File: src/rtl/pipeline_hazard_ctrl_pkg.sv
// Shared types and constants for the pipeline hazard controller.
// Holds the sequencer states, control bundles and the hazard check.
package pipe_ctrl_pkg;

  typedef enum logic [0:0] {
    RUN      = 1'b0,
    MEM_WAIT = 1'b1
  } state_t;

  localparam logic [4:0] REG_ZERO = 5'd0;

  // ID/EX control fields of the datapath register
  typedef struct packed {
    logic       regWrite;
    logic       memToReg;
    logic       memWrite;
    logic       branch;
    logic       jump;
    logic       aluSrc;
    logic       regDst;
    logic [1:0] aluOp;
  } idExCtrl_t;

  // Bubble: every ID/EX control field cleared
  localparam idExCtrl_t ID_EX_BUBBLE = '0;

  // Register enables/flushes driven by the sequencer
  typedef struct packed {
    logic pcEn;
    logic ifIdEn;
    logic ifIdFlush;
    logic idExEn;
    logic idExFlush;
    logic exMemEn;
    logic redirect;
  } hzCtrl_t;

  localparam hzCtrl_t CTRL_RUN    = 7'b1101010;
  localparam hzCtrl_t CTRL_FREEZE = 7'b0000000;
  localparam hzCtrl_t CTRL_RESET  = 7'b1111110;
  localparam hzCtrl_t CTRL_BUBBLE = 7'b0001110;
  localparam hzCtrl_t CTRL_REDIR  = 7'b1111111;

  // Load in EX writes a register the ID instruction reads
  function automatic logic loadUse(
    input logic       memToReg,
    input logic       regWrite,
    input logic [4:0] exRt,
    input logic [4:0] idRs,
    input logic [4:0] idRt,
    input logic       usesRt
  );
    loadUse = memToReg && regWrite &&
              (exRt != REG_ZERO) &&
              ((exRt == idRs) ||
               (usesRt && (exRt == idRt)));
  endfunction

endpackage

File: src/rtl/pipeline_hazard_ctrl_if.sv
// Hazard-controller bundle between pipeline and sequencer.
// Pipeline (master) supplies hazard inputs, sequencer drives controls.
interface pipeline_hazard_ctrl_if;

  logic [4:0] id_rs;
  logic [4:0] id_rt;
  logic       id_uses_rt;
  logic       ex_mem_to_reg;
  logic       ex_reg_write;
  logic [4:0] ex_rt;
  logic       ex_branch_taken;
  logic       ex_jump;
  logic       mem_busy;

  logic       pc_en;
  logic       if_id_en;
  logic       if_id_flush;
  logic       id_ex_en;
  logic       id_ex_flush;
  logic       ex_mem_en;
  logic       redirect;

  modport master (
    output id_rs, id_rt, id_uses_rt,
    output ex_mem_to_reg, ex_reg_write, ex_rt,
    output ex_branch_taken, ex_jump, mem_busy,
    input  pc_en, if_id_en, if_id_flush,
    input  id_ex_en, id_ex_flush, ex_mem_en,
    input  redirect
  );

  modport slave (
    input  id_rs, id_rt, id_uses_rt,
    input  ex_mem_to_reg, ex_reg_write, ex_rt,
    input  ex_branch_taken, ex_jump, mem_busy,
    output pc_en, if_id_en, if_id_flush,
    output id_ex_en, id_ex_flush, ex_mem_en,
    output redirect
  );

endinterface

File: src/rtl/pipeline_hazard_ctrl_sat_counter.sv
// Saturating up-counter with synchronous clear.
// Holds at all-ones instead of wrapping.
module sat_counter #(
  parameter int W = 16
) (
  input  logic         clk,
  input  logic         clr,
  input  logic         inc,
  output logic [W-1:0] value
);

  // Count up on inc, stick at max, clear wins
  always_ff @(posedge clk) begin
    if (clr)
      value <= '0;
    else if (inc && (value != '1))
      value <= value + W'(1);
  end

endmodule

File: src/rtl/pipeline_hazard_ctrl.sv
// Stall/flush sequencer for the 5-stage pipeline registers.
// Handles load-use bubbles, EX redirects and memory-busy freezes.
module pipeline_hazard_ctrl
  import pipe_ctrl_pkg::*;
#(
  parameter int CNT_W       = 16,
  parameter int MEM_TIMEOUT = 64
) (
  input  logic                  clk,
  input  logic                  rst,
  pipeline_hazard_ctrl_if.slave hz,
  output logic [CNT_W-1:0]      stall_cycles,
  output logic [CNT_W-1:0]      flush_events,
  output logic                  mem_timeout
);

  localparam int WT = $clog2(MEM_TIMEOUT + 1);
  localparam logic [WT-1:0] WLIM = WT'(MEM_TIMEOUT);

  state_t        state, stateNxt;
  logic [WT-1:0] waitCnt, waitCntNxt;
  logic          timeoutNxt;
  hzCtrl_t       ctrl;
  logic          busy, redirReq, hazard;

  assign busy     = hz.mem_busy;
  assign redirReq = !busy &&
                    (hz.ex_branch_taken || hz.ex_jump);
  assign hazard   = !busy && !redirReq &&
                    loadUse(hz.ex_mem_to_reg,
                            hz.ex_reg_write,
                            hz.ex_rt, hz.id_rs,
                            hz.id_rt, hz.id_uses_rt);

  // State, wait counter and sticky timeout
  always_ff @(posedge clk) begin
    if (rst) begin
      state       <= RUN;
      waitCnt     <= '0;
      mem_timeout <= 1'b0;
    end else begin
      state       <= stateNxt;
      waitCnt     <= waitCntNxt;
      mem_timeout <= timeoutNxt;
    end
  end

  // Next state and register controls
  always_comb begin
    stateNxt   = state;
    waitCntNxt = waitCnt;
    timeoutNxt = mem_timeout;
    ctrl       = CTRL_RUN;
    if (rst) begin
      ctrl = CTRL_RESET;
    end else if (state == MEM_WAIT && busy) begin
      ctrl = CTRL_FREEZE;
      if (waitCnt != WLIM)
        waitCntNxt = waitCnt + WT'(1);
      if (waitCntNxt == WLIM)
        timeoutNxt = 1'b1;
    end else begin
      stateNxt   = RUN;
      waitCntNxt = '0;
      unique case (1'b1)
        busy: begin
          ctrl       = CTRL_FREEZE;
          stateNxt   = MEM_WAIT;
          waitCntNxt = WT'(1);
        end
        redirReq: ctrl = CTRL_REDIR;
        hazard:   ctrl = CTRL_BUBBLE;
        default:  ctrl = CTRL_RUN;
      endcase
    end
  end

  assign hz.pc_en       = ctrl.pcEn;
  assign hz.if_id_en    = ctrl.ifIdEn;
  assign hz.if_id_flush = ctrl.ifIdFlush;
  assign hz.id_ex_en    = ctrl.idExEn;
  assign hz.id_ex_flush = ctrl.idExFlush;
  assign hz.ex_mem_en   = ctrl.exMemEn;
  assign hz.redirect    = ctrl.redirect;

  sat_counter #(.W(CNT_W)) uStall (
    .clk   (clk),
    .clr   (rst),
    .inc   (!rst && !ctrl.pcEn),
    .value (stall_cycles)
  );

  sat_counter #(.W(CNT_W)) uFlush (
    .clk   (clk),
    .clr   (rst),
    .inc   (!rst && ctrl.redirect),
    .value (flush_events)
  );

endmodule

File: src/flat_wrapper.sv
// flat-port wrapper written by rule: the top's interface ports become plain ports
module pipeline_hazard_ctrl_flat import pipe_ctrl_pkg::*;
#(
  parameter int CNT_W       = 16,
  parameter int MEM_TIMEOUT = 64
)
  (clk, rst, stall_cycles, flush_events, mem_timeout, hz_id_rs, hz_id_rt, hz_id_uses_rt, hz_ex_mem_to_reg, hz_ex_reg_write, hz_ex_rt, hz_ex_branch_taken, hz_ex_jump, hz_mem_busy, hz_pc_en, hz_if_id_en, hz_if_id_flush, hz_id_ex_en, hz_id_ex_flush, hz_ex_mem_en, hz_redirect);
  pipeline_hazard_ctrl_if hz_i ();
  input  logic clk;
  input  logic rst;
  output logic [CNT_W-1:0] stall_cycles;
  output logic [CNT_W-1:0] flush_events;
  output logic mem_timeout;
  input wire logic [$bits(hz_i.id_rs)-1:0] hz_id_rs;
  input wire logic [$bits(hz_i.id_rt)-1:0] hz_id_rt;
  input wire logic [$bits(hz_i.id_uses_rt)-1:0] hz_id_uses_rt;
  input wire logic [$bits(hz_i.ex_mem_to_reg)-1:0] hz_ex_mem_to_reg;
  input wire logic [$bits(hz_i.ex_reg_write)-1:0] hz_ex_reg_write;
  input wire logic [$bits(hz_i.ex_rt)-1:0] hz_ex_rt;
  input wire logic [$bits(hz_i.ex_branch_taken)-1:0] hz_ex_branch_taken;
  input wire logic [$bits(hz_i.ex_jump)-1:0] hz_ex_jump;
  input wire logic [$bits(hz_i.mem_busy)-1:0] hz_mem_busy;
  output wire logic [$bits(hz_i.pc_en)-1:0] hz_pc_en;
  output wire logic [$bits(hz_i.if_id_en)-1:0] hz_if_id_en;
  output wire logic [$bits(hz_i.if_id_flush)-1:0] hz_if_id_flush;
  output wire logic [$bits(hz_i.id_ex_en)-1:0] hz_id_ex_en;
  output wire logic [$bits(hz_i.id_ex_flush)-1:0] hz_id_ex_flush;
  output wire logic [$bits(hz_i.ex_mem_en)-1:0] hz_ex_mem_en;
  output wire logic [$bits(hz_i.redirect)-1:0] hz_redirect;
  assign hz_i.id_rs = hz_id_rs;
  assign hz_i.id_rt = hz_id_rt;
  assign hz_i.id_uses_rt = hz_id_uses_rt;
  assign hz_i.ex_mem_to_reg = hz_ex_mem_to_reg;
  assign hz_i.ex_reg_write = hz_ex_reg_write;
  assign hz_i.ex_rt = hz_ex_rt;
  assign hz_i.ex_branch_taken = hz_ex_branch_taken;
  assign hz_i.ex_jump = hz_ex_jump;
  assign hz_i.mem_busy = hz_mem_busy;
  assign hz_pc_en = hz_i.pc_en;
  assign hz_if_id_en = hz_i.if_id_en;
  assign hz_if_id_flush = hz_i.if_id_flush;
  assign hz_id_ex_en = hz_i.id_ex_en;
  assign hz_id_ex_flush = hz_i.id_ex_flush;
  assign hz_ex_mem_en = hz_i.ex_mem_en;
  assign hz_redirect = hz_i.redirect;
  pipeline_hazard_ctrl #(.CNT_W(CNT_W), .MEM_TIMEOUT(MEM_TIMEOUT)) u_core (.clk(clk), .rst(rst), .hz(hz_i), .stall_cycles(stall_cycles), .flush_events(flush_events), .mem_timeout(mem_timeout));
endmodule
File: config.mk
export PLATFORM = sky130hd
export DESIGN_NAME = pipeline_hazard_ctrl_flat
export DESIGN_NICKNAME = d
export VERILOG_FILES = /design/src/rtl/pipeline_hazard_ctrl_pkg.sv /design/src/rtl/pipeline_hazard_ctrl_if.sv /design/src/rtl/pipeline_hazard_ctrl_sat_counter.sv /design/src/rtl/pipeline_hazard_ctrl.sv /design/src/flat_wrapper.sv
export SDC_FILE = /design/constraint.sdc
export NUM_CORES = 1
export LEC_CHECK = 0
export ABC_AREA = 0
export BUFFER_PORTS_ARGS = -buffer_cell sky130_fd_sc_hd__buf_2
export CORE_ASPECT_RATIO = 2
export CORE_UTILIZATION = 45
export CTS_CLUSTER_DIAMETER = 120
export DETAILED_ROUTE_END_ITERATION = 12
export PLACE_DENSITY = 0.7
export SETUP_SLACK_MARGIN = 0.4
export SYNTH_ARGS = -nofsm -noshare
export SYNTH_HDL_FRONTEND = slang
export SYNTH_HIERARCHICAL = 1
export SYNTH_SLANG_ARGS = --single-unit
File: constraint.sdc
create_clock -name clk -period 2.6 [get_ports clk]
set_input_delay 0.39 -clock clk [delete_from_list [all_inputs] [get_ports clk]]
set_output_delay 0.39 -clock clk [all_outputs]
set_load 0.01 [all_outputs]
=== Word level (Yosys, flattened, before mapping) ===
Cells that the tools add are included.
Widths: inputs -> output; s select.

* Register bits: 41
* Logic and storage cells: 43
* Output and inout bits: 40
* Bits of input ports: 23

* Add/subtract/negate cells: 3
* Muxes and demuxes: 9
* Reductions and logical operators: 20
* Equal/unequal tests: 6

{| class="wikitable"
|+ Operators with widths
! operator !! count
|-
| $mux 7 || 6
|-
| $add 16x1->16 const B || 2
|-
| $ne 16x16->1 const B || 2
|-
| $pmux 7 s3 || 1
|-
| $logic_and 1x1->1 || 12
|-
| $eq 5x5->1 || 2
|-
| $add 7x1->7 const B || 1
|-
| $eq 7x7->1 const B || 1
|-
| $ne 7x7->1 const B || 1
|-
| $reduce_bool 5->1 || 1
|-
| $logic_not 1->1 || 4
|-
| $logic_or 1x1->1 || 2
|-
| $mux 1 || 2
|-
| $reduce_and 2->1 || 1
|}

=== Depth between registers and ports, before layout ===
Gate-level depths: netlist (run 1).

* Depth in word-level cells: 11
* Mapped depth: 8
* Depth with buffers taken out: 8

=== Hierarchy ===
The synthesis (run 1) kept the hierarchy.

{| class="wikitable"
|+ By module, submodules not included
! module !! cells each !! area an instance (um^2) !! times used !! seq. area each (um^2)
|-
| sat_counter || 99 || 848.3 || 2 || 320.3
|-
| pipeline_hazard_ctrl || 77 || 669.4 || 1 || 180.2
|}

=== Worst setup path before layout (run 1) ===
No wires, ideal clock.

* Kind: input-to-reg
* Start: input hz_ex_rt[3]
* End: register u_core.uStall.value[7]
* Setup slack: 240 ps
* Setup time: 70 ps
* Buffers on the path: 1
* Stages on the path: 8
* Data arrival time: 2,290 ps
* Required time: 2,530 ps
* Cells stage by stage: xor2_1 > nor4_1 > a32oi_1 > o21ai_0 > nand2_1 > clkbuf_1 > or4_1 > a21oi_1

* Longest elaborated chain between the ends: 11
* Elaborated cells between the ends (all ways): 14
* Classes of those cells: 2 x eq/ne; 3 x mux; 9 x reduce/logical

{| class="wikitable"
|+ Ends and longest elaborated chain
! element !! line !! source
|-
| start: declaration || flat_wrapper.sv:19 || <nowiki>input wire logic [$bits(hz_i.ex_rt)-1:0] hz_ex_rt;</nowiki>
|-
| $eq 5x5->1 || pipeline_hazard_ctrl_pkg.sv:56 || <nowiki>(usesRt && (exRt == idRt)));</nowiki>
|-
| $logic_and 1x1->1 || pipeline_hazard_ctrl_pkg.sv:56 ||
|-
| $logic_or 1x1->1 || pipeline_hazard_ctrl_pkg.sv:55 || <nowiki>((exRt == idRs) ||</nowiki>
|-
| $logic_and 1x1->1 (*) || pipeline_hazard_ctrl_pkg.sv:54 || <nowiki>(exRt != REG_ZERO) &&</nowiki>
|-
| $logic_and 1x1->1 (*) || pipeline_hazard_ctrl.sv:29 || <nowiki>assign hazard = !busy && !redirReq &&</nowiki>
|-
| $pmux 7 s3 (*) || pipeline_hazard_ctrl.sv:65 || <nowiki>unique case (1'b1)</nowiki>
|-
| $mux 7 (*) || pipeline_hazard_ctrl.sv:56 || <nowiki>end else if (state == MEM_WAIT && busy) begin</nowiki>
|-
| $mux 7 (*) || pipeline_hazard_ctrl.sv:54 || <nowiki>if (rst) begin</nowiki>
|-
| $logic_not 1->1 (*) || pipeline_hazard_ctrl.sv:89 || <nowiki>.inc (!rst && !ctrl.pcEn),</nowiki>
|-
| $logic_and 1x1->1 (*) || pipeline_hazard_ctrl.sv:89 ||
|-
| $logic_and 1x1->1 (*) || pipeline_hazard_ctrl_sat_counter.sv:16 || <nowiki>else if (inc && (value != '1))</nowiki>
|-
| end signal: assignment || pipeline_hazard_ctrl_sat_counter.sv:17 || <nowiki>value <= value + W'(1);</nowiki>
|-
| end: declaration || pipeline_hazard_ctrl_sat_counter.sv:9 || <nowiki>output logic [W-1:0] value</nowiki>
|}

Mark *: on every way between the ends. The rest lies on a longest branch, timed or not.
A chain may end at the register's enable or synchronous reset.

=== Worst setup path in the final report (run 1) ===
* Start: input hz_ex_rt[2]
* End: register u_core.uStall.value[13]

The elaborated chain is that of the path after synthesis.

==> results of run 1 <==
## state kept, by name, summed over array words and instances (netlist names)
register and flops:
u_core/uFlush/value 16, u_core/uStall/value 16, u_core/waitCnt 7, u_core/mem_timeout 1, u_core/state 1
## logic make-up (layout without fill, tap and decap cells)
family                     Yosys count  in the layout
and+or+nand+nor                    122            122
AOI/OAI and AO/OA                   63             63
DFF                                 41             41
buffers and inverters               21             88
xor gates and xnor gates            19             19
muxes                                5              5
adders and majority gates            4              4
## worst min-delay path by stage
stage	start	endpoint	slack [ns]
2_1_floorplan	u_core/state	u_core/waitCnt[1]	0.47
3_3_place_gp	u_core/mem_timeout	u_core/mem_timeout	0.46
3_5_place_dp	u_core/mem_timeout	u_core/mem_timeout	0.46
4_1_cts	rst	u_core/state	0.35
5_1_grt	rst	u_core/state	0.36
6_report	rst	u_core/state	0.35
## area by class of cell
| cell class | count | area share |
|---|---|---|
| timing repair buffer | 71 | 0.133 |
| multi-input combinational | 213 | 0.513 |
| sequential | 41 | 0.285 |
| tap | 58 | 0.0252 |
| clock buffer | 7 | 0.0300 |
| inverter | 10 | 0.0131 |
## power breakdown
part | internal [W] | total (W) | switching (W)
logic | 0.0000429 | 0.0000942 | 0.0000512
registers | 0.000632 | 0.000638 | 0.00000582
clock network | 0.000211 | 0.000426 | 0.000215
total | 0.000886 | 0.00116 | 0.000272
## routing by layer
layer  share of wire  GRT usage  up-vias
met5               0          0        -
met1            0.38      0.215     1135
met3           0.021     0.0364        9
met4           0.021     0.0921        0
met2            0.58      0.448       42
li1                -          -     1168
## stage by stage
step           instance area, sq um   util  power [W]  std cells
2_1_floorplan                  2370      -   0.000702        275
6_report                       2880  0.565    0.00116        400
5_1_grt                        2880  0.565    0.00120        400
4_1_cts                        2830  0.556    0.00117        397
3_3_place_gp                   2750  0.539   0.000742        390
3_5_place_dp                   2750  0.539   0.000744        390
## cell usage in the layout (no fill, tap or decap), types with 6 or more instances in the layout
cell      count
buf_2        62
dfxtp_1      41
a21oi_1      22
nor2_1       18
nand2_1      16
or4_1        14
o31ai_1      13
nand3_1      13
xor2_1       11
inv_1        10
nor3_1       10
o21ai_0      10
buf_4         8
xnor2_1       8
or3_1         7
clkbuf_8      6
nor2b_1       6
nand4_1       6
and4_1        6
## what timing repair did
| action | 4_1_cts | 5_1_grt |
|---|---|---|
| endpoints found under the setup margin | 0 | 10 |
| gates resized for setup | 0 | 5 |
| endpoints found under the hold margin | 0 | 0 |
| setup buffers | 0 | 3 |
==> impl_metrics.env, run 1 <==
export IMPL_critPathCaptureType="flop"
export IMPL_slew_headroom=0.607
export IMPL_area_delta_synth_final_pct=21.5
export IMPL_yosysWarnings=6
export IMPL_fin_worst_skew_ns=0.00723
export IMPL_htreeDepth=2
export IMPL_cts_tree="built"
export IMPL_fill_cells=521
export IMPL_postSynthCellCount=275
export IMPL_drt_wl_total_mm=5.94
export IMPL_routed_via_density=5.89
export IMPL_reg2reg_depth=6
export IMPL_synth_compound_gate_area_share=0.171
export IMPL_die_y_um=105
export IMPL_yosysTopAreaCellShare=0.347
export IMPL_slowest_stage="or4_1"
export IMPL_hold_depth=2
export IMPL_synth_top_family_by_area="simple AND/OR/NAND/NOR gates"
export IMPL_root_buffer="clkbuf_8"
export IMPL_cp_depth=9
export IMPL_synth_edf_count=0
export IMPL_max_freq_mhz=472
export IMPL_numCtsBuffers=5
export IMPL_status="completed"
export IMPL_vdd_ir_drop_max_v=0.000392
export IMPL_path_delay_family="simple AND/OR/NAND/NOR gates"
export IMPL_final_nets=369
export IMPL_synth_area_leader_cell="dfxtp_1"
export IMPL_synth_seq_cells=41
export IMPL_wire_per_inst_um=14.8
export IMPL_worst_path_buf_inv=2
export IMPL_r2r_slack_ns=0.78
export IMPL_port_buffers=62
export IMPL_rsz0062_at_grt="yes"
export IMPL_syn_avg_cell_area_sq_um=8.60
export IMPL_synthSimpleGateAreaFrac=0.330
export IMPL_drc=0
export IMPL_start_util=0.465
export IMPL_layout_setup_ws_ns=0.481
export IMPL_yosys_top_cells_area="dfxtp_1 35%, a21oi_1 5.1%, or4_1 4.8%"
export IMPL_synth_adder_area_share=0.0212
export IMPL_place_gp_congestion=0.810
export IMPL_dpl_worst_slack_ns=0.130
export IMPL_grt_start_max_net_pins=19
export IMPL_cp_slowest_stage_delay_ns=0.49
export IMPL_tightest_slew_ns=0.582
export IMPL_crit_start="hz_ex_rt[2]"
export IMPL_grt_usage=0.230
export IMPL_multi_input_area_sq_mm=0.00148
export IMPL_critPathKind="in2reg"
export IMPL_syn_num_nets=302
export IMPL_rows=37
export IMPL_cellLeakagePower_nw=1.12
export IMPL_first_pass_iters=4
export IMPL_synthesis_area_sq_mm=0.00237
export IMPL_r2r_end="u_core/uFlush/value[11]"
export IMPL_synthMuxAreaShare=0.0222
export IMPL_cp_start_kind="input pin"
export IMPL_synth_ff_type="dfxtp_1"
export IMPL_ant_nets=0
export IMPL_drtIter0Drc=65
export IMPL_clockBufferDepth=2
export IMPL_drv_cap=0
export IMPL_hp_class="in2reg"
export IMPL_antenna_found_initial=0
export IMPL_vias=2354
export IMPL_whs_ns=0.353
export IMPL_cp_arrival_ns=2.35
export IMPL_setup_violations_final=0
export IMPL_hold_viol=0
export IMPL_crit_end="u_core/uStall/value[13]"
export IMPL_finalCritPeriodShare=0.815
export IMPL_path_cells="buf_2 > xor2_1 > nor4_1 > a32oi_1 > o21ai_2 > nand2_1 > buf_6 > or4_1 > a21oi_2"
export IMPL_powerDensity_mw_per_mm2=403
export IMPL_synth_cell_types=47
export IMPL_overflow=0
export IMPL_grt_pass1_wl_mm=9.80
export IMPL_rr_startpoint="u_core/uFlush/value[0]"
export IMPL_core_area_sq_mm=0.00509
export IMPL_antennaDiodeCount=0
export IMPL_async_flop_share=0
export IMPL_tns_ns=0
export IMPL_pin_count=63
export IMPL_period_minus_slack_ns=2.12
export IMPL_critical_path_max_fanout=10
export IMPL_worstSkewPairLatency_ns=0.29
export IMPL_synth_xor_xnor_area_share=0.0703
export IMPL_synth_most_common_cell="dfxtp_1"
export IMPL_layout_drive_gt1_share=0.281
export IMPL_numClockSinks=41
export IMPL_dpl_hpwl_mm=4.48
export IMPL_clk_pin_slew_ns=0.08
export IMPL_cp_required_ns=2.83
export IMPL_grt_pass1_vias=2256
export IMPL_drv_slew=0
export IMPL_dieArea_sq_mm=0.00557
export IMPL_seqCellArea_sq_um=821
export IMPL_fp_dieW_um=53.3
export IMPL_hold_buffers=0
export IMPL_ys_top_cells_by_count="41 x dfxtp_1, 24 x a21oi_1, 18 x nor2_1, 16 x nand2_1, 15 x or4_1"
export IMPL_synth_seq_area_share=0.347
Note: power is estimated with default switching activity, not from simulation.
==> run 2: changes to the inputs <==
PLACE_DENSITY = 0.73   (was 0.7)
clock period = 1.92 ns   (was 2.6 ns; I/O delays follow)
==> run 2 against run 1 <==
  * Wire length grew 22%
  * Core utilization grew 19 points
  * Sequential share of layout area shrank 5.4 points
  * Hold slack gained 0.020 ns
  * Power grew 51%
  * Critical path depth grew 2
  * Clock power grew 65%
  * The flow now finishes with violations (setup timing)
  * Sequential power grew 33%
  * Register-to-register slack lost 0.67 ns
  * Via count grew 13%
==> impl_metrics.env, run 2 (synthesized netlist as in run 1, its figures left out) <==
export IMPL_slew_headroom=0.634
export IMPL_crit_start="hz_ex_rt[0]"
export IMPL_critPathKind="in2reg"
export IMPL_path_cells="buf_2 > buf_4 > xor2_1 > nor3_1 > a32oi_2 > o21ai_2 > buf_4 > nand4_1 > nor4_2 > and3_1 > nor3_2"
export IMPL_final_common_cell="buf_2"
export IMPL_r2r_slack_ns=0.11
export IMPL_final_nets=421
export IMPL_cp_start_kind="input pin"
export IMPL_power_w=0.00175
export IMPL_antennaDiodeCount=0
export IMPL_path_common_cell="buf_4"
export IMPL_path_delay_family="simple AND/OR/NAND/NOR gates"
export IMPL_hold_viol=0
export IMPL_slowest_stage="nor4_2"
export IMPL_htreeDepth=2
export IMPL_grt_pass1_wl_mm=11.0
export IMPL_critPathCaptureType="flop"
export IMPL_worstSkewPairLatency_ns=0.30
export IMPL_drv_slew=0
export IMPL_core_area_sq_mm=0.00509
export IMPL_clk_pin_slew_ns=0.08
export IMPL_finalCritPeriodShare=1.06
export IMPL_critical_path_max_fanout=3
export IMPL_dpl_worst_slack_ns=-0.304
export IMPL_setup_violations_final=7
export IMPL_rsz0062_at_grt="yes"
export IMPL_dpl_hpwl_mm=4.58
export IMPL_numCtsBuffers=5
export IMPL_overflow=0
export IMPL_cp_required_ns=2.10
export IMPL_drtIter0Drc=54
export IMPL_hold_start="rst"
export IMPL_pin_count=63
export IMPL_cp_slowest_stage_delay_ns=0.38
export IMPL_ant_nets=0
export IMPL_vdd_ir_drop_max_v=0.000515
export IMPL_period_minus_slack_ns=2.03
export IMPL_status="finished, violations left"
export IMPL_cts_tree="built"
export IMPL_die_y_um=105
export IMPL_cellLeakagePower_nw=1.52
export IMPL_routed_via_density=5.85
export IMPL_drv_cap=0
export IMPL_finalNonFillerCells=453
export IMPL_grt_start_max_net_pins=29
export IMPL_dp_cells=413
export IMPL_numClockSinks=41
export IMPL_hold_depth=3
export IMPL_design_area_sq_mm=0.00384
export IMPL_rows=37
export IMPL_fin_worst_skew_ns=0.00924
export IMPL_wire_per_inst_um=16.0
export IMPL_drt_wl_total_mm=7.23
export IMPL_rr_startpoint="u_core/uStall/value[12]"
export IMPL_tightest_slew_ns=0.542
export IMPL_reg2reg_depth=4
export IMPL_start_util=0.465
export IMPL_grt_usage=0.255
export IMPL_vias=2652
export IMPL_fp_dieW_um=53.3
export IMPL_max_freq_mhz=492
export IMPL_place_gp_congestion=0.851
export IMPL_final_cell_mix="56 x buf_2, 42 x buf_4, 24 x a21oi_1, 23 x buf_6, 16 x dfxtp_1"
export IMPL_antenna_found_initial=0
export IMPL_dieArea_sq_mm=0.00557
export IMPL_drc=0
export IMPL_postPlaceCellArea_sq_mm=0.00303
export IMPL_powerDensity_mw_per_mm2=456
export IMPL_hp_class="in2reg"
export IMPL_port_buffers=62
export IMPL_root_buffer="clkbuf_8"
export IMPL_worst_path_buf_inv=3
export IMPL_layout_setup_ws_ns=-0.113
export IMPL_cp_arrival_ns=2.21
export IMPL_whs_ns=0.373
export IMPL_reg_largest_list="u_core/uFlush/value (16), u_core/uStall/value (16), u_core/waitCnt (7)"
export IMPL_area_delta_synth_final_pct=62.2
export IMPL_layout_drive_gt1_share=0.544
export IMPL_clockBufferDepth=2
export IMPL_grt_pass1_vias=2546
export IMPL_r2r_end="u_core/uStall/value[15]"
export IMPL_worstHoldEndpoint="u_core/uStall/value[0]"
export IMPL_failed_checks="setup timing"
export IMPL_first_pass_iters=4
## run 2: where the power goes
part           total, W  leakage [nW]  switching (W)  internal [W]
clock network  0.000702        0.0518       0.000319      0.000383
logic          0.000197          1.13      0.0000961      0.000101
registers      0.000849         0.348     0.00000982      0.000839
## run 2: repair_timing
item	in CTS	in global routing
endpoints found under the setup margin	28	36
pin swaps	31	26
setup buffers	25	7
gates resized for setup	51	52
hold buffers	0	0
## run 2: cell type report
class / instances / area [sq um]
multi-input combinational: 213 / 1840
fill: 345 / 1250
timing repair buffer: 123 / 895
sequential: 41 / 887
tap: 58 / 72.6
clock buffer: 5 / 68.8
clock inverter: 3 / 41.3
inverter: 10 / 37.5
## run 2: worst reg2reg max path: cells and delay by family, from the launching register on
kind | cells | cell delay [ns]
flops | 1 | 0.39
simple gates | 3 | 1.23
compound gates | 1 | 0.12
## run 2: per-layer routing
layer / track usage / wire [um] / vias to the layer above / share of wire
li1: - / - / 1282 / -
met1: 0.264 / 2680 / 1276 / 0.37
met2: 0.470 / 4030 / 68 / 0.56
met3: 0.0437 / 244 / 26 / 0.034
met4: 0.103 / 278 / 0 / 0.038
met5: 0 / 0 / - / 0
## run 2: how the worst max path moves through the flow
stage                                   end  slack [ns]  cells after the start
floorplan           u_core/uStall/value[11]      -0.005                      7
global placement     u_core/uStall/value[6]       -0.25                      9
detailed placement   u_core/uStall/value[6]       -0.30                      9
CTS                          hz_id_ex_flush        0.05                      7
global route        u_core/uStall/value[12]       -0.22                     10
finish              u_core/uStall/value[12]       -0.11                     11
## run 2: metrics by stage
stage / utilization / TNS [ns]
2_1_floorplan: - / -0.00526
3_3_place_gp: 0.595 / -2.30
3_5_place_dp: 0.595 / -2.99
4_1_cts: 0.694 / 0
5_1_grt: 0.754 / -1.06
6_report: 0.754 / -0.251
==> run 3: changes to the inputs <==
ABC_AREA = 1   (was 0)
PLACE_DENSITY = 0.72   (was 0.73)
==> run 3 against run 2 <==
  * The run now ends clean
  * Wire length is 8.4% lower
  * First-iteration DRC count is 30% higher
  * Sequential share of layout area is 3.2 points higher
  * Final cell count is 19% higher
  * Die area is 6.2% higher
  * Clock skew is 0.00058 ns lower
  * Sequential power is 2% higher
  * Hold slack worse by 0.14 ns
  * Critical path type unchanged
  * Largest cell class unchanged
  * Largest power group unchanged
==> impl_metrics.env, run 3 <==
export IMPL_drv_cap=0
export IMPL_drc=0
export IMPL_cts_tree="built"
export IMPL_tns_ns=0
export IMPL_routed_via_density=5.12
export IMPL_die_y_um=108
export IMPL_synth_seq_area_share=0.326
export IMPL_whs_ns=0.238
export IMPL_overflow=0
export IMPL_cellLeakagePower_nw=1.50
export IMPL_status="completed"
export IMPL_numCtsBuffers=5
export IMPL_yosysTopAreaCellShare=0.326
export IMPL_critPathKind="in2reg"
export IMPL_vias=2751
export IMPL_wire_per_inst_um=12.3
export IMPL_drt_wl_total_mm=6.62
export IMPL_fill_cells=534
export IMPL_dpl_worst_slack_ns=0.0825
export IMPL_powerDensity_mw_per_mm2=537
export IMPL_first_pass_iters=6
export IMPL_async_flop_share=0
export IMPL_dieArea_sq_mm=0.00592
export IMPL_cp_start_kind="input pin"
export IMPL_final_common_cell="nand2_1"
export IMPL_drv_slew=0
export IMPL_final_cell_mix="111 x nand2_1, 89 x nor2_1, 55 x buf_2, 34 x inv_1, 31 x nand3_1"
export IMPL_synth_seq_cells=41
export IMPL_root_buffer="clkbuf_8"
export IMPL_antenna_found_initial=0
export IMPL_fin_worst_skew_ns=0.00866
export IMPL_cp_arrival_ns=1.81
export IMPL_hold_viol=0
export IMPL_clockBufferDepth=2
export IMPL_numClockSinks=41
export IMPL_yosysWarnings=6
export IMPL_grt_start_max_net_pins=17
export IMPL_drtIter0Drc=70
export IMPL_synth_ff_type="dfxtp_1"
export IMPL_antennaDiodeCount=0
export IMPL_start_util=0.464
export IMPL_grt_usage=0.244
export IMPL_critPathCaptureType="flop"
export IMPL_core_area_sq_mm=0.00542
export IMPL_syn_avg_cell_area_sq_um=6.23
export IMPL_clk_pin_slew_ns=0.08
export IMPL_dpl_hpwl_mm=5.02
export IMPL_ant_nets=0
export IMPL_layout_setup_ws_ns=0.336
export IMPL_grt_pass1_vias=2638
export IMPL_port_buffers=62
export IMPL_synth_area_leader_cell="dfxtp_1"
export IMPL_setup_violations_final=0
export IMPL_fp_dieW_um=54.9
export IMPL_worstSkewPairLatency_ns=0.29
export IMPL_finalCritPeriodShare=0.825
export IMPL_slew_headroom=0.639
export IMPL_pin_count=63
export IMPL_cp_required_ns=2.15
export IMPL_place_gp_congestion=0.790
export IMPL_vdd_ir_drop_max_v=0.000467
export IMPL_tightest_slew_ns=0.541
export IMPL_rsz0062_at_grt="yes"
export IMPL_period_minus_slack_ns=1.58
export IMPL_synth_cell_types=23
export IMPL_grt_pass1_wl_mm=10.5
export IMPL_postSynthCellCount=404
export IMPL_rows=38
export IMPL_ys_top_cells_by_count="113 x nand2_1, 93 x nor2_1, 41 x dfxtp_1, 40 x inv_1, 34 x nand3_1"
export IMPL_htreeDepth=2
export IMPL_hp_class="in2reg"
export IMPL_synthesis_area_sq_mm=0.00252
export IMPL_syn_num_nets=431
export IMPL_layout_drive_gt1_share=0.296
export IMPL_reg_largest_list="u_core/uFlush/value (16), u_core/uStall/value (16), u_core/waitCnt (7)"
export IMPL_area_delta_synth_final_pct=26.7
export IMPL_critical_path_max_fanout=4
export IMPL_yosys_top_cells_area="dfxtp_1 33%, nand2_1 17%, nor2_1 14%"
export IMPL_final_nets=504
export IMPL_power_w=0.00171
export IMPL_max_freq_mhz=631
export IMPL_synth_edf_count=0
export IMPL_synth_most_common_cell="nand2_1"
==> run 3: cell count changes in the layout (fill, tap and decap cells not counted), moves of 9 or more <==
cell / before / now
nand3_1: 10 / 31
nor2_1: 15 / 89
or4_1: 12 / 0
inv_1: 9 / 34
buf_4: 42 / 10
dfxtp_1: 16 / 29
nand2_1: 14 / 111
dfxtp_4: 14 / 2
nor2_2: 1 / 19
a21oi_1: 24 / 15
buf_6: 23 / 7
==> run 3: per-stage QoR <==
step                       util  area (sq um)  instances
after floorplan               -          2530        404
after global placement    0.534          2890        523
after detailed placement  0.534          2890        523
after CTS                 0.557          3020        531
after global routing      0.589          3190        537
final                     0.589          3190        537
==> run 3: final timing paths <==
kind         slack, ns  cells after the start              startpoint                 endpoint
max               0.34                     16             hz_ex_rt[3]  u_core/uStall/value[13]
min               0.24                      2                     rst       u_core/mem_timeout
min reg2reg       0.48                      2      u_core/mem_timeout       u_core/mem_timeout
max reg2reg       0.50                      9  u_core/uStall/value[0]   u_core/uStall/value[1]
==> run 3: report_power, final <==
group / switching [W] / leakage (nW) / total [W] / internal, W
clock: 0.000296 / 0.0540 / 0.000674 / 0.000378
sequential: 0.00000850 / 0.337 / 0.000866 / 0.000858
combinational: 0.0000938 / 1.11 / 0.000171 / 0.0000776
==> run 3: routing by layer <==
layer | global-route usage | vias up | share of wire
met5 | 0 | - | 0
met4 | 0.147 | 0 | 0.035
met3 | 0.0438 | 21 | 0.034
met2 | 0.464 | 71 | 0.58
met1 | 0.210 | 1260 | 0.35
li1 | - | 1399 | -
==> run 3: area by class of cell <==
class	count	area [sq um]	area share
flip-flops and latches	41	841	0.264
inverters	40	153	0.0478
repair buffers	72	429	0.135
well taps	60	75.1	0.0235
clock buffers	5	68.8	0.0216
clock inverters	2	35.0	0.0110
multi-input cells	317	1590	0.498
==> run 3: critical path, cell delays in order <==
cell     delay, ns
buf_2         0.12
inv_1         0.07
o21ai_0       0.07
nor2_1        0.11
nand3_1       0.08
nand2_1       0.06
nand2_1       0.07
nand2_1       0.07
nand2_2       0.07
inv_4         0.08
nand3_4       0.08
or2_0         0.22
nor2_1        0.15
buf_4         0.13
a21oi_1       0.05
nor2_1        0.08
==> run 3: cell families after synthesis <==
| family | after synthesis | synth area share |
|---|---|---|
| flops | 41 | 0.326 |
| fa+ha+maj | 4 | 0.0199 |
| simple gates | 285 | 0.507 |
| compound gates | 20 | 0.0408 |
| buf+inv | 46 | 0.0755 |
| xor+xnor | 8 | 0.0308 |
==> run 3: timing repair <==
item	CTS	global route
hold buffers	0	0
gates cloned	0	0
pin swaps	3	32
endpoints found under the setup margin	26	34
gates resized for setup	3	47
setup buffers	1	6
